--- src/rtl/pc_sequencer.sv ---
// Fetch/pipeline sequencer for the 2-stage (EX/WB) RV32I core: owns the fetch PC, the EX/WB
// valid bits, branch redirect, hazard stalls with a timeout, halt/resume and the retired count.
module pc_sequencer #(
    parameter int unsigned       PC_W      = 12,
    parameter logic [PC_W-1:0]   BOOT_ADDR = '0,
    parameter int unsigned       MAX_STALL = 4
) (
    input  logic            clk,
    input  logic            rst,
    input  logic            stall_req,
    input  logic            br_taken,
    input  logic [PC_W-1:0] br_target,
    input  logic            halt_req,
    input  logic            resume,
    output logic [PC_W-1:0] pc_fetch,
    output logic [PC_W-1:0] pc_ex,
    output logic            ex_load,
    output logic            ex_valid,
    output logic            wb_valid,
    output logic            halted,
    output logic            stall_timeout,
    output logic [31:0]     instret
);

    localparam int unsigned CntW = $clog2(MAX_STALL + 1);
    localparam logic [CntW-1:0] MaxCnt = CntW'(MAX_STALL);

    typedef enum logic [1:0] {StBoot, StRun, StDrain, StHalt} state_e;

    state_e          state_q, state_d;
    logic [PC_W-1:0] pc_fetch_q, pc_fetch_d;
    logic [PC_W-1:0] pc_ex_q, pc_ex_d;
    logic            ex_valid_q, ex_valid_d;
    logic            wb_valid_q, wb_valid_d;
    logic            halted_q, halted_d;
    logic            timeout_q, timeout_d;
    logic [CntW-1:0] stall_cnt_q, stall_cnt_d;
    logic [31:0]     instret_q;
    logic            load;

    always_comb begin
        state_d     = state_q;
        pc_fetch_d  = pc_fetch_q;
        pc_ex_d     = pc_ex_q;
        ex_valid_d  = ex_valid_q;
        wb_valid_d  = wb_valid_q;
        halted_d    = halted_q;
        timeout_d   = timeout_q;
        stall_cnt_d = stall_cnt_q;
        load        = 1'b0;
        unique case (state_q)
            StBoot: begin
                load       = 1'b1;
                ex_valid_d = 1'b0;
                wb_valid_d = 1'b0;
                state_d    = StRun;
            end
            StRun: begin
                load = 1'b1;
                if (br_taken && ex_valid_q) begin
                    // Squash the wrong-path fetch; the branch itself still retires.
                    pc_fetch_d  = br_target;
                    ex_valid_d  = 1'b0;
                    wb_valid_d  = 1'b1;
                    stall_cnt_d = '0;
                end else if (halt_req) begin
                    ex_valid_d  = 1'b0;
                    wb_valid_d  = ex_valid_q;
                    stall_cnt_d = '0;
                    state_d     = StDrain;
                end else if (stall_req && (stall_cnt_q < MaxCnt)) begin
                    load        = 1'b0;
                    wb_valid_d  = 1'b0;
                    stall_cnt_d = stall_cnt_q + 1'b1;
                end else begin
                    if (stall_req) begin
                        timeout_d = 1'b1;
                    end
                    pc_fetch_d  = pc_fetch_q + PC_W'(1);
                    ex_valid_d  = 1'b1;
                    wb_valid_d  = ex_valid_q;
                    stall_cnt_d = '0;
                end
            end
            StDrain: begin
                load       = 1'b1;
                wb_valid_d = 1'b0;
                halted_d   = 1'b1;
                state_d    = StHalt;
            end
            StHalt: begin
                if (resume) begin
                    halted_d = 1'b0;
                    state_d  = StRun;
                end
            end
            default: state_d = StBoot;
        endcase
        if (load) begin
            pc_ex_d = pc_fetch_q;
        end
    end

    always_ff @(posedge clk or posedge rst) begin
        if (rst) begin
            state_q     <= StBoot;
            pc_fetch_q  <= BOOT_ADDR;
            pc_ex_q     <= '0;
            ex_valid_q  <= 1'b0;
            wb_valid_q  <= 1'b0;
            halted_q    <= 1'b0;
            timeout_q   <= 1'b0;
            stall_cnt_q <= '0;
            instret_q   <= '0;
        end else begin
            state_q     <= state_d;
            pc_fetch_q  <= pc_fetch_d;
            pc_ex_q     <= pc_ex_d;
            ex_valid_q  <= ex_valid_d;
            wb_valid_q  <= wb_valid_d;
            halted_q    <= halted_d;
            timeout_q   <= timeout_d;
            stall_cnt_q <= stall_cnt_d;
            if (wb_valid_q) begin
                instret_q <= instret_q + 32'd1;
            end
        end
    end

    assign ex_load       = load & ~rst;
    assign pc_fetch      = pc_fetch_q;
    assign pc_ex         = pc_ex_q;
    assign ex_valid      = ex_valid_q;
    assign wb_valid      = wb_valid_q;
    assign halted        = halted_q;
    assign stall_timeout = timeout_q;
    assign instret       = instret_q;

endmodule
--- config.mk ---
export PLATFORM = sky130hd
export DESIGN_NAME = pc_sequencer
export DESIGN_NICKNAME = d
export VERILOG_FILES = /design/src/rtl/pc_sequencer.sv
export SDC_FILE = /design/constraint.sdc
export NUM_CORES = 1
export LEC_CHECK = 0
export ABC_CLOCK_PERIOD_IN_PS = 2630
export BUFFER_PORTS_ARGS = -buffer_cell sky130_fd_sc_hd__buf_4
export CORE_ASPECT_RATIO = 0.75
export CORE_MARGIN = 3
export CORE_UTILIZATION = 49
export CTS_BUF_LIST = sky130_fd_sc_hd__clkbuf_2 sky130_fd_sc_hd__clkbuf_4 sky130_fd_sc_hd__clkbuf_8
export DETAILED_ROUTE_END_ITERATION = 10
export PLACE_DENSITY_LB_ADDON = 0.3
export SLEW_MARGIN = 15
export SYNTH_ARGS = -nofsm -noshare
export SYNTH_HDL_FRONTEND = slang
export SYNTH_SLANG_ARGS = --single-unit
export TNS_END_PERCENT = 100
--- constraint.sdc ---
create_clock -name clk -period 2.63 [get_ports clk]
set_input_delay 0.263 -clock clk [delete_from_list [all_inputs] [get_ports clk]]
set_output_delay 0.263 -clock clk [all_outputs]
set_load 0.02 [all_outputs]
* Yosys cells after proc, flatten, opt, wreduce, memory -nomap -nowiden
Cells that the tools add are included. W data, S select, Z words.
Storage, ports and cells: flip-flop bits (word level) 65, output and inout bits 61
Cells by class: add/sub/neg operators 3, magnitude comparators 1, equal/unequal tests 9, muxes and demuxes 24, bitwise operators 5, reductions and logical operators 12
Operator list (number):
- $mux W12 | 3
- $add A32 B1 Y32 const B | 1
- $add A12 B1 Y12 const B | 1
- $mux W1 | 10
- $mux W3 | 3
- $ne A2 B2 Y1 const B | 4
- $pmux W1 S2 | 4
- $pmux W2 S4 | 1
- $mux W2 | 3
- $reduce_and A3 Y1 | 2
- $reduce_bool A2 Y1 | 3
- $reduce_and A5 Y1 | 1
- $eq A2 B2 Y1 const B | 2
- $ne A4 B4 Y1 const B | 1
- $not A1 Y1 | 4
- $reduce_and A2 Y1 | 2
- $add A3 B1 Y3 const B | 1
- $lt A3 B3 Y1 const B | 1
- $eq A2 B1 Y1 const B | 1
- $logic_and A1 B1 Y1 | 2
- $logic_not A2 Y1 | 1
- $ne A2 B1 Y1 const B | 1
- $reduce_or A2 Y1 | 1
- $and A1 B1 Y1 | 1

* Depth between registers and ports, before layout
Gate-level depths: netlist of the first run.
depth after elaboration 7, mapped depth 8, depth with buffers taken out 6

* Worst setup path before layout of the first run
OpenSTA, ideal clock, no wires.
path kind input-to-output, from input rst, to output ex_load, arrival time 2.020 ns, required time 2.367 ns, path slack 0.347 ns, stages on the path 2, path through inv_1 and2_1
Between the ends: cells in the longest elaborated chain, start to end 2
Ends and longest elaborated chain:
- start, declared | line 9 | input logic rst,
- $not A1 Y1 | line 130 | assign ex_load = load & ~rst;
- $and A1 B1 Y1 | line 130
- end, declared | line 17 | output logic ex_load,
No other way between the ends.

* Worst setup path in the final report of the first run
from register state_q[1], to output ex_load
Between the ends: cells in the longest elaborated chain, start to end 4, elaborated cells on any way between the ends 6, those cells by class 2 x eq/ne; 1 x mux; 1 x bitwise; 2 x reduce/logical
Ends and longest elaborated chain:
- start, declared | line 30 | state_e state_q, state_d;
- start signal, assigned | line 106 | state_q <= StBoot;
- start signal, assigned | line 116 | state_q <= state_d;
- $eq A2 B2 Y1 / $logic_not A2 Y1 (equally long branches) | line 51 | unique case (state_q)
- $reduce_or A2 Y1 (no source line)
- $pmux W1 S2 * | line 51
- $and A1 B1 Y1 * | line 130
Every way passes the cells marked *; elsewhere a longest branch is shown, timed or not.

==> impl_metrics.py, run 1 <==
metrics = {
    "sta": {
        "clock_skew_ns": 0.00522,
        "fin_tns_setup_ns": 0,
        "setup_violations": 0,
        "timing.final.max_slew_violations": 0,
        "finalWorstPathRequiredPeriod_ns": 2.29,
        "hold_violations": 0,
        "worstMarginPinSlew_ns": 0.913,
        "holdWs_ns": 0.121,
        "period_share_pct": 87.2,
        "rsz0062_at_grt": "false",
        "slew_headroom_pct": 38.7,
        "max_freq_mhz": 436,
        "fin_ws_ns": 0.337,
    },
    "power_and_ir_drop": {
        "p_per_area_mw_per_mm2": 989,
        "switching_share_pct": 39.1,
        "irDropWorstVdd_mv": 0.572,
        "clockPowerShare_pct": 19.6,
        "power.leakage_nw": 1.90,
        "p_comb_share_pct": 41.2,
        "seq_power_share_pct": 39.2,
        "power.switching_w": 0.00155,
        "p_int_w": 0.00242,
        "total_power_w": 0.00397,
    },
    "synth": {
        "yosysTopAreaCell": "dfrtp_1",
        "synth.distinct_cells": 47,
        "ys_seq_area_share_pct": 51.4,
        "synth_top_area_share_pct": 51.4,
        "synth_edf_count": 0,
        "synthTopCellsByArea": "dfrtp_1, xnor2_1, mux2_2, nand3_1, nand4_1",
        "synth-main-ff-cell": "dfrtp_1",
        "yosys_warnings": 0,
        "netlist_instances": 290,
        "async_reset_ff_share_pct": 100,
        "avgSynthCellArea_um2": 10.9,
        "syn_area_mm2": 0.00316,
        "synth-seq-cells": 65,
        "synth_fp_nets": 316,
    },
    "floorplan": {
        "rows": 24,
        "core_mm2": 0.00604,
        "die_w_um": 98.8,
        "die_h_um": 75.6,
        "dieArea_mm2": 0.00747,
        "num_io_pins": 79,
        "initial_core_util_pct": 52.4,
    },
    "placement": {
        "dp_hpwl_mm": 5.35,
        "finalWeightedCongestion": 0.826,
        "io_buffers": 78,
        "pre_cts_slack_ns": 0.663,
    },
    "worst_setup_path": {
        "worst-endpoint-required_ns": 2.37,
        "criticalPathCategory": "reg2out",
        "start_kind": "flip-flop",
        "endpoint_kind": "output pin",
        "slowest_stage": "dfrtp_1",
        "cp_cell_sequence": "inv_1 > ha_1 > inv_1 > a31oi_1 > o31a_1 > buf_4 > and2_1 > buf_4",
        "worstPathMaxFanout": 9,
        "cpPeakStageDelay_ns": 0.41,
        "cp.arrival_ns": 2.03,
    },
    "detailed_routing": {
        "drt_first_pass_iters": 4,
        "ant_nets": 0,
        "routed_wl_mm": 7.41,
        "drt_iter0_drc": 156,
        "drc": 0,
        "vias_per_cell": 5.61,
        "via_count": 2557,
        "wl_per_cell_um": 16.2,
    },
    "clock_tree": {
        "post_cts_buffers": 0,
        "numCtsBuffers": 9,
        "cts.path.max_buffers": 2,
        "hold_buffers": 0,
        "clock_sinks": 65,
        "htree_levels": 3,
        "post_cts_resize_count": 0,
        "path_clk_slew_ns": 0.06,
        "cts_tree": "built",
        "cts_root_buffer": "clkbuf_8",
        "insertion_delay_ns": 0.33,
    },
    "layout": {
        "n_antenna_cell": 0,
        "final_nets": 399,
        "final_util_pct": 66.5,
        "layout-drive-gt1-share_pct": 31.2,
        "fillers": 503,
        "areaGrowthSynthToFinish_pct": 26.9,
        "multiInputGateArea_mm2": 0.00145,
        "regArea_mm2": 0.00163,
    },
    "global_route": {
        "antenna_found_initial": 0,
        "grt_usage_pct": 20.7,
        "grt_pass1_wl_mm": 12.1,
        "globalRouteOverflowTotal": 0,
        "first_global_vias": 2504,
        "grt_max_degree": 66,
    },
    "worst_hold_path": {
        "holdCritPathClass": "in2reg",
    },
    "status": {
        "outcome": "completed",
    },
    "job": {
        "max_cap_violations": 0,
    },
}
[stage by stage]
stage          area, um^2  std cells
6_report             4010        456
5_1_grt              4010        456
4_1_cts              4010        456
3_5_place_dp         3830        440
3_3_place_gp         3830        440
2_1_floorplan        3160        290
[critical path: cells and delay by family, from the launching register on]
family | cells | cell delay [ns]
adders and majority gates | 1 | 0.19
buffers and inverters | 4 | 0.53
AOI/OAI and AO/OA | 2 | 0.44
DFF | 1 | 0.41
and+or+nand+nor | 1 | 0.13
[power by group through the flow]
| stage | Clock [W] | Combinational [W] | Sequential [W] |
|---|---|---|---|
| 2_1_floorplan | 0 | 0.000828 | 0.00174 |
| 3_3_place_gp | 0 | 0.00160 | 0.00156 |
| 3_5_place_dp | 0 | 0.00164 | 0.00157 |
| 4_1_cts | 0.000800 | 0.00164 | 0.00155 |
| 5_1_grt | 0.000843 | 0.00178 | 0.00160 |
| 6_report | 0.000780 | 0.00164 | 0.00156 |
[cells in the mapped netlist, drive strengths merged, types with 2 or more instances]
library cell	number
a2bb2oi	3
o22ai	2
nor4	4
and2	3
dfrtp	65
o21ai	8
mux2i	2
nor3	6
clkbuf	6
nand2	20
a31oi	7
and3	6
a21oi	9
ha	8
o2bb2ai	3
and4	4
nor2b	2
o32ai	2
xnor2	26
inv	9
nor2	13
nand3	25
nand4	18
buf	5
mux2	15
xor2	5
[state kept, by name (all words and copies together), names as in the netlist]
register / cells
pc_fetch: 12
state_q: 2
stall_timeout: 1
stall_cnt_q: 3
ex_valid: 1
instret: 32
pc_ex: 12
halted: 1
wb_valid: 1
[path summary, 6_finish.rpt]
path	start	cells past startpoint	slack, ns	to
worst max register to register	instret[10]	4	0.62	instret[25]
min in group asynchronous	rst	3	0.18	pc_ex[3]
max in group asynchronous	rst	3	1.94	pc_fetch[7]
worst min-delay path	resume	2	0.12	halted
worst min register to register	stall_timeout	1	0.50	stall_timeout
worst max-delay path	state_q[1]	8	0.34	ex_load
[placed cells by master, fill, tap and decap left out, types with 2 or more instances in the layout]
cell	n
ha_1	8
clkbuf_8	11
xnor2_1	26
and4_1	3
a21oi_1	9
nor3_1	6
mux2_2	15
o2bb2ai_1	3
nor2b_1	2
a31oi_1	7
clkbuf_4	3
nand4_1	17
and2_1	2
and3_1	6
buf_4	83
a2bb2oi_1	3
o21ai_0	7
nand2_1	20
o32ai_1	2
nor2_1	13
mux2i_1	2
nand3_1	25
nor4_1	3
o22ai_1	2
dfrtp_1	65
xor2_1	5
inv_1	8
[per-layer routing]
metal	global-route usage, %	wire length [um]
met1	29.2	3530
met2	31.8	3370
met3	5.49	480
met4	5.91	31
met5	0	0
[cell type report]
class / count / area share (%)
Tap cell: 78 / 2.43
Inverter: 9 / 0.842
Clock buffer: 14 / 4.33
Sequential cell: 65 / 40.5
Timing Repair Buffer: 83 / 15.5
Clock inverter: 2 / 0.312
Multi-Input combinational cell: 205 / 36.0
[cells by family (layout without fill, tap and decap cells)]
kind of cell	count (synthesis)	count (layout)	synth area share [%]
buffers and inverters	20	108	2.85
multiplexers	17	17	5.97
AO/OA/AOI/OAI	47	47	10.3
XOR/XNOR	31	31	8.58
flip-flops	65	65	51.4
adder cells (fa/ha/maj)	8	8	3.16
AND/OR/NAND/NOR	102	102	17.7
Note: power is estimated with default switching activity, not from simulation.
==> run 2: changes to the inputs <==
Settings changed: ABC_AREA from default to 1, CORE_MARGIN 3 to default, CORE_UTILIZATION 49 to 50.
==> impl_metrics.py, run 2 <==
metrics = {
    "global_route": {
        "antenna_found_initial": 0,
        "grt_pass1_wl_mm": 13.6,
        "grt_usage_pct": 23.5,
        "grt_max_degree": 66,
        "globalRouteOverflowTotal": 0,
        "first_global_vias": 3000,
    },
    "sta": {
        "timing.final.max_slew_violations": 0,
        "finalWorstPathRequiredPeriod_ns": 2.21,
        "slew_headroom_pct": 65.4,
        "period_share_pct": 84.0,
        "max_freq_mhz": 453,
        "setup_violations": 0,
        "fin_tns_setup_ns": 0,
        "worstMarginPinSlew_ns": 0.519,
        "hold_violations": 21,
        "clock_skew_ns": 0.00702,
        "holdWs_ns": -0.0163,
        "rsz0062_at_grt": "false",
    },
    "detailed_routing": {
        "drc": 0,
        "drt_first_pass_iters": 5,
        "vias_per_cell": 4.99,
        "routed_wl_mm": 8.27,
        "via_count": 3245,
        "drt_iter0_drc": 195,
        "ant_nets": 0,
        "wl_per_cell_um": 12.7,
    },
    "worst_setup_path": {
        "worst-endpoint-required_ns": 2.37,
        "r2r_cells": 11,
        "criticalPathCategory": "reg2out",
        "cp_cell_sequence": "inv_1 > ha_1 > nor2_1 > nand2_1 > nand2_2 > nor2_1 > buf_4",
        "start_kind": "flip-flop",
        "cp.arrival_ns": 1.95,
        "slowest_stage": "dfrtp_1",
        "cpPeakStageDelay_ns": 0.43,
        "endpoint_kind": "output pin",
        "worstPathMaxFanout": 23,
        "cp_common_cell": "nor2_1",
    },
    "clock_tree": {
        "insertion_delay_ns": 0.35,
        "cts_tree": "built",
        "cts.path.max_buffers": 2,
        "numCtsBuffers": 9,
        "hold_buffers": 0,
        "path_clk_slew_ns": 0.07,
        "post_cts_buffers": 0,
        "post_cts_resize_count": 0,
        "clock_sinks": 65,
        "htree_levels": 3,
        "cts_root_buffer": "clkbuf_8",
    },
    "status": {
        "violations": "negative hold slack",
        "outcome": "finished with violations",
    },
    "worst_hold_path": {
        "holdCritPathClass": "in2async",
    },
    "floorplan": {
        "die_w_um": 99.7,
        "initial_core_util_pct": 52.1,
        "dieArea_mm2": 0.00750,
        "core_mm2": 0.00686,
        "rows": 26,
        "die_h_um": 75.2,
        "num_io_pins": 79,
    },
    "synth": {
        "syn_area_mm2": 0.00358,
        "synth_edf_count": 0,
        "yosys_warnings": 0,
        "async_reset_ff_share_pct": 100,
        "synth_fp_nets": 491,
        "synth-main-ff-cell": "dfrtp_1",
        "ys_seq_area_share_pct": 45.5,
        "synth_common_cells": "nand2_1, dfrtp_1, inv_1",
        "synthTopCellsByArea": "dfrtp_1, nand2_1, inv_1, nor2_1, nand3_1",
        "netlist_instances": 465,
        "synth-seq-cells": 65,
        "synth_top_area_share_pct": 45.5,
        "synth_most_common_cell": "nand2_1",
        "synth.distinct_cells": 33,
        "yosysTopAreaCell": "dfrtp_1",
        "avgSynthCellArea_um2": 7.69,
    },
    "job": {
        "max_cap_violations": 0,
    },
    "layout": {
        "final_nets": 574,
        "n_antenna_cell": 0,
        "areaGrowthSynthToFinish_pct": 24.0,
        "layout-drive-gt1-share_pct": 22.6,
        "largest_register_ffs": 32,
        "final_cell_mix": "nand2_1, buf_4, dfrtp_1, inv_1, nor2_1",
        "final_common_cell": "nand2_1",
    },
    "power_and_ir_drop": {
        "p_per_area_mw_per_mm2": 907,
        "power.leakage_nw": 2.23,
        "irDropWorstVdd_mv": 0.721,
    },
    "placement": {
        "io_buffers": 78,
        "finalWeightedCongestion": 0.906,
        "dp_hpwl_mm": 6.13,
    },
}
-- run 2: cell types whose count changed after synthesis, sizes merged, moves of 8 or more --
| cell | before | now |
|---|---|---|
| nand4 | 18 | 6 |
| mux2 | 15 | 0 |
| o21ai | 8 | 33 |
| nor2 | 13 | 60 |
| xnor2 | 26 | 12 |
| inv | 9 | 54 |
| nand3 | 25 | 33 |
| nand2 | 20 | 151 |
-- run 2: routing by layer --
metal | vias to the layer above | global-route usage (%) | part of all wire (%)
met2 | 114 | 39.0 | 46
met5 | - | 0 | 0
met3 | 10 | 6.41 | 6.9
met1 | 1481 | 31.1 | 46
li1 | 1640 | - | -
met4 | 0 | 6.21 | 0.87
-- run 2: kinds of logic (layout without fill, tap and decap cells) --
kind of cell / after synthesis / count (layout) / share of synthesized area [%]
buffers and inverters: 62 / 149 / 7.00
adders and majority gates: 8 / 8 / 2.80
xor gates and xnor gates: 18 / 18 / 4.41
DFF: 65 / 65 / 45.5
AOI/OAI and AO/OA: 52 / 52 / 7.91
and+or+nand+nor: 260 / 260 / 32.4
-- run 2: per-stage QoR --
step | worst slack (ns) | instance area, um^2 | std cells | utilization, % | total power (W)
floorplan | 0.741 | 3580 | 465 | - | 0.00263
global placement | 0.880 | 4260 | 635 | 62.1 | 0.00322
detailed placement | 0.783 | 4260 | 635 | 62.1 | 0.00327
CTS | 0.416 | 4430 | 650 | 64.6 | 0.00404
global route | 0.247 | 4430 | 650 | 64.6 | 0.00429
finish | 0.421 | 4430 | 650 | 64.6 | 0.00402
-- run 2: final timing paths --
kind,startpoint,to,slack [ns]
max in group asynchronous,rst,instret[20],2.37
hold / removal,rst,halted,-0.02
hold reg to reg,stall_timeout,stall_timeout,0.47
setup / recovery,state_q[0],ex_load,0.42
setup reg to reg,state_q[1],pc_fetch[7],0.76
min in group clk,resume,halted,0.11
-- run 2: final cells by class --
type                    count  area (um^2)
clock inverters             3         17.5
clock buffers              12          153
multi-input cells         338         1700
repair buffers             80          613
flip-flops and latches     65         1630
well taps                  98          123
fillers                   599         2430
inverters                  54          203
-- run 2: critical path: cells and delay by family, from the launching register on --
kind	cells	cell delay (ns)
AND/OR/NAND/NOR	4	0.67
flip-flops	1	0.43
buffers and inverters	2	0.27
adder cells (fa/ha/maj)	1	0.23
-- run 2: power by group --
group          switching (W)  internal (W)
Sequential          0.000283       0.00127
Combinational        0.00107      0.000636
Clock               0.000381      0.000380
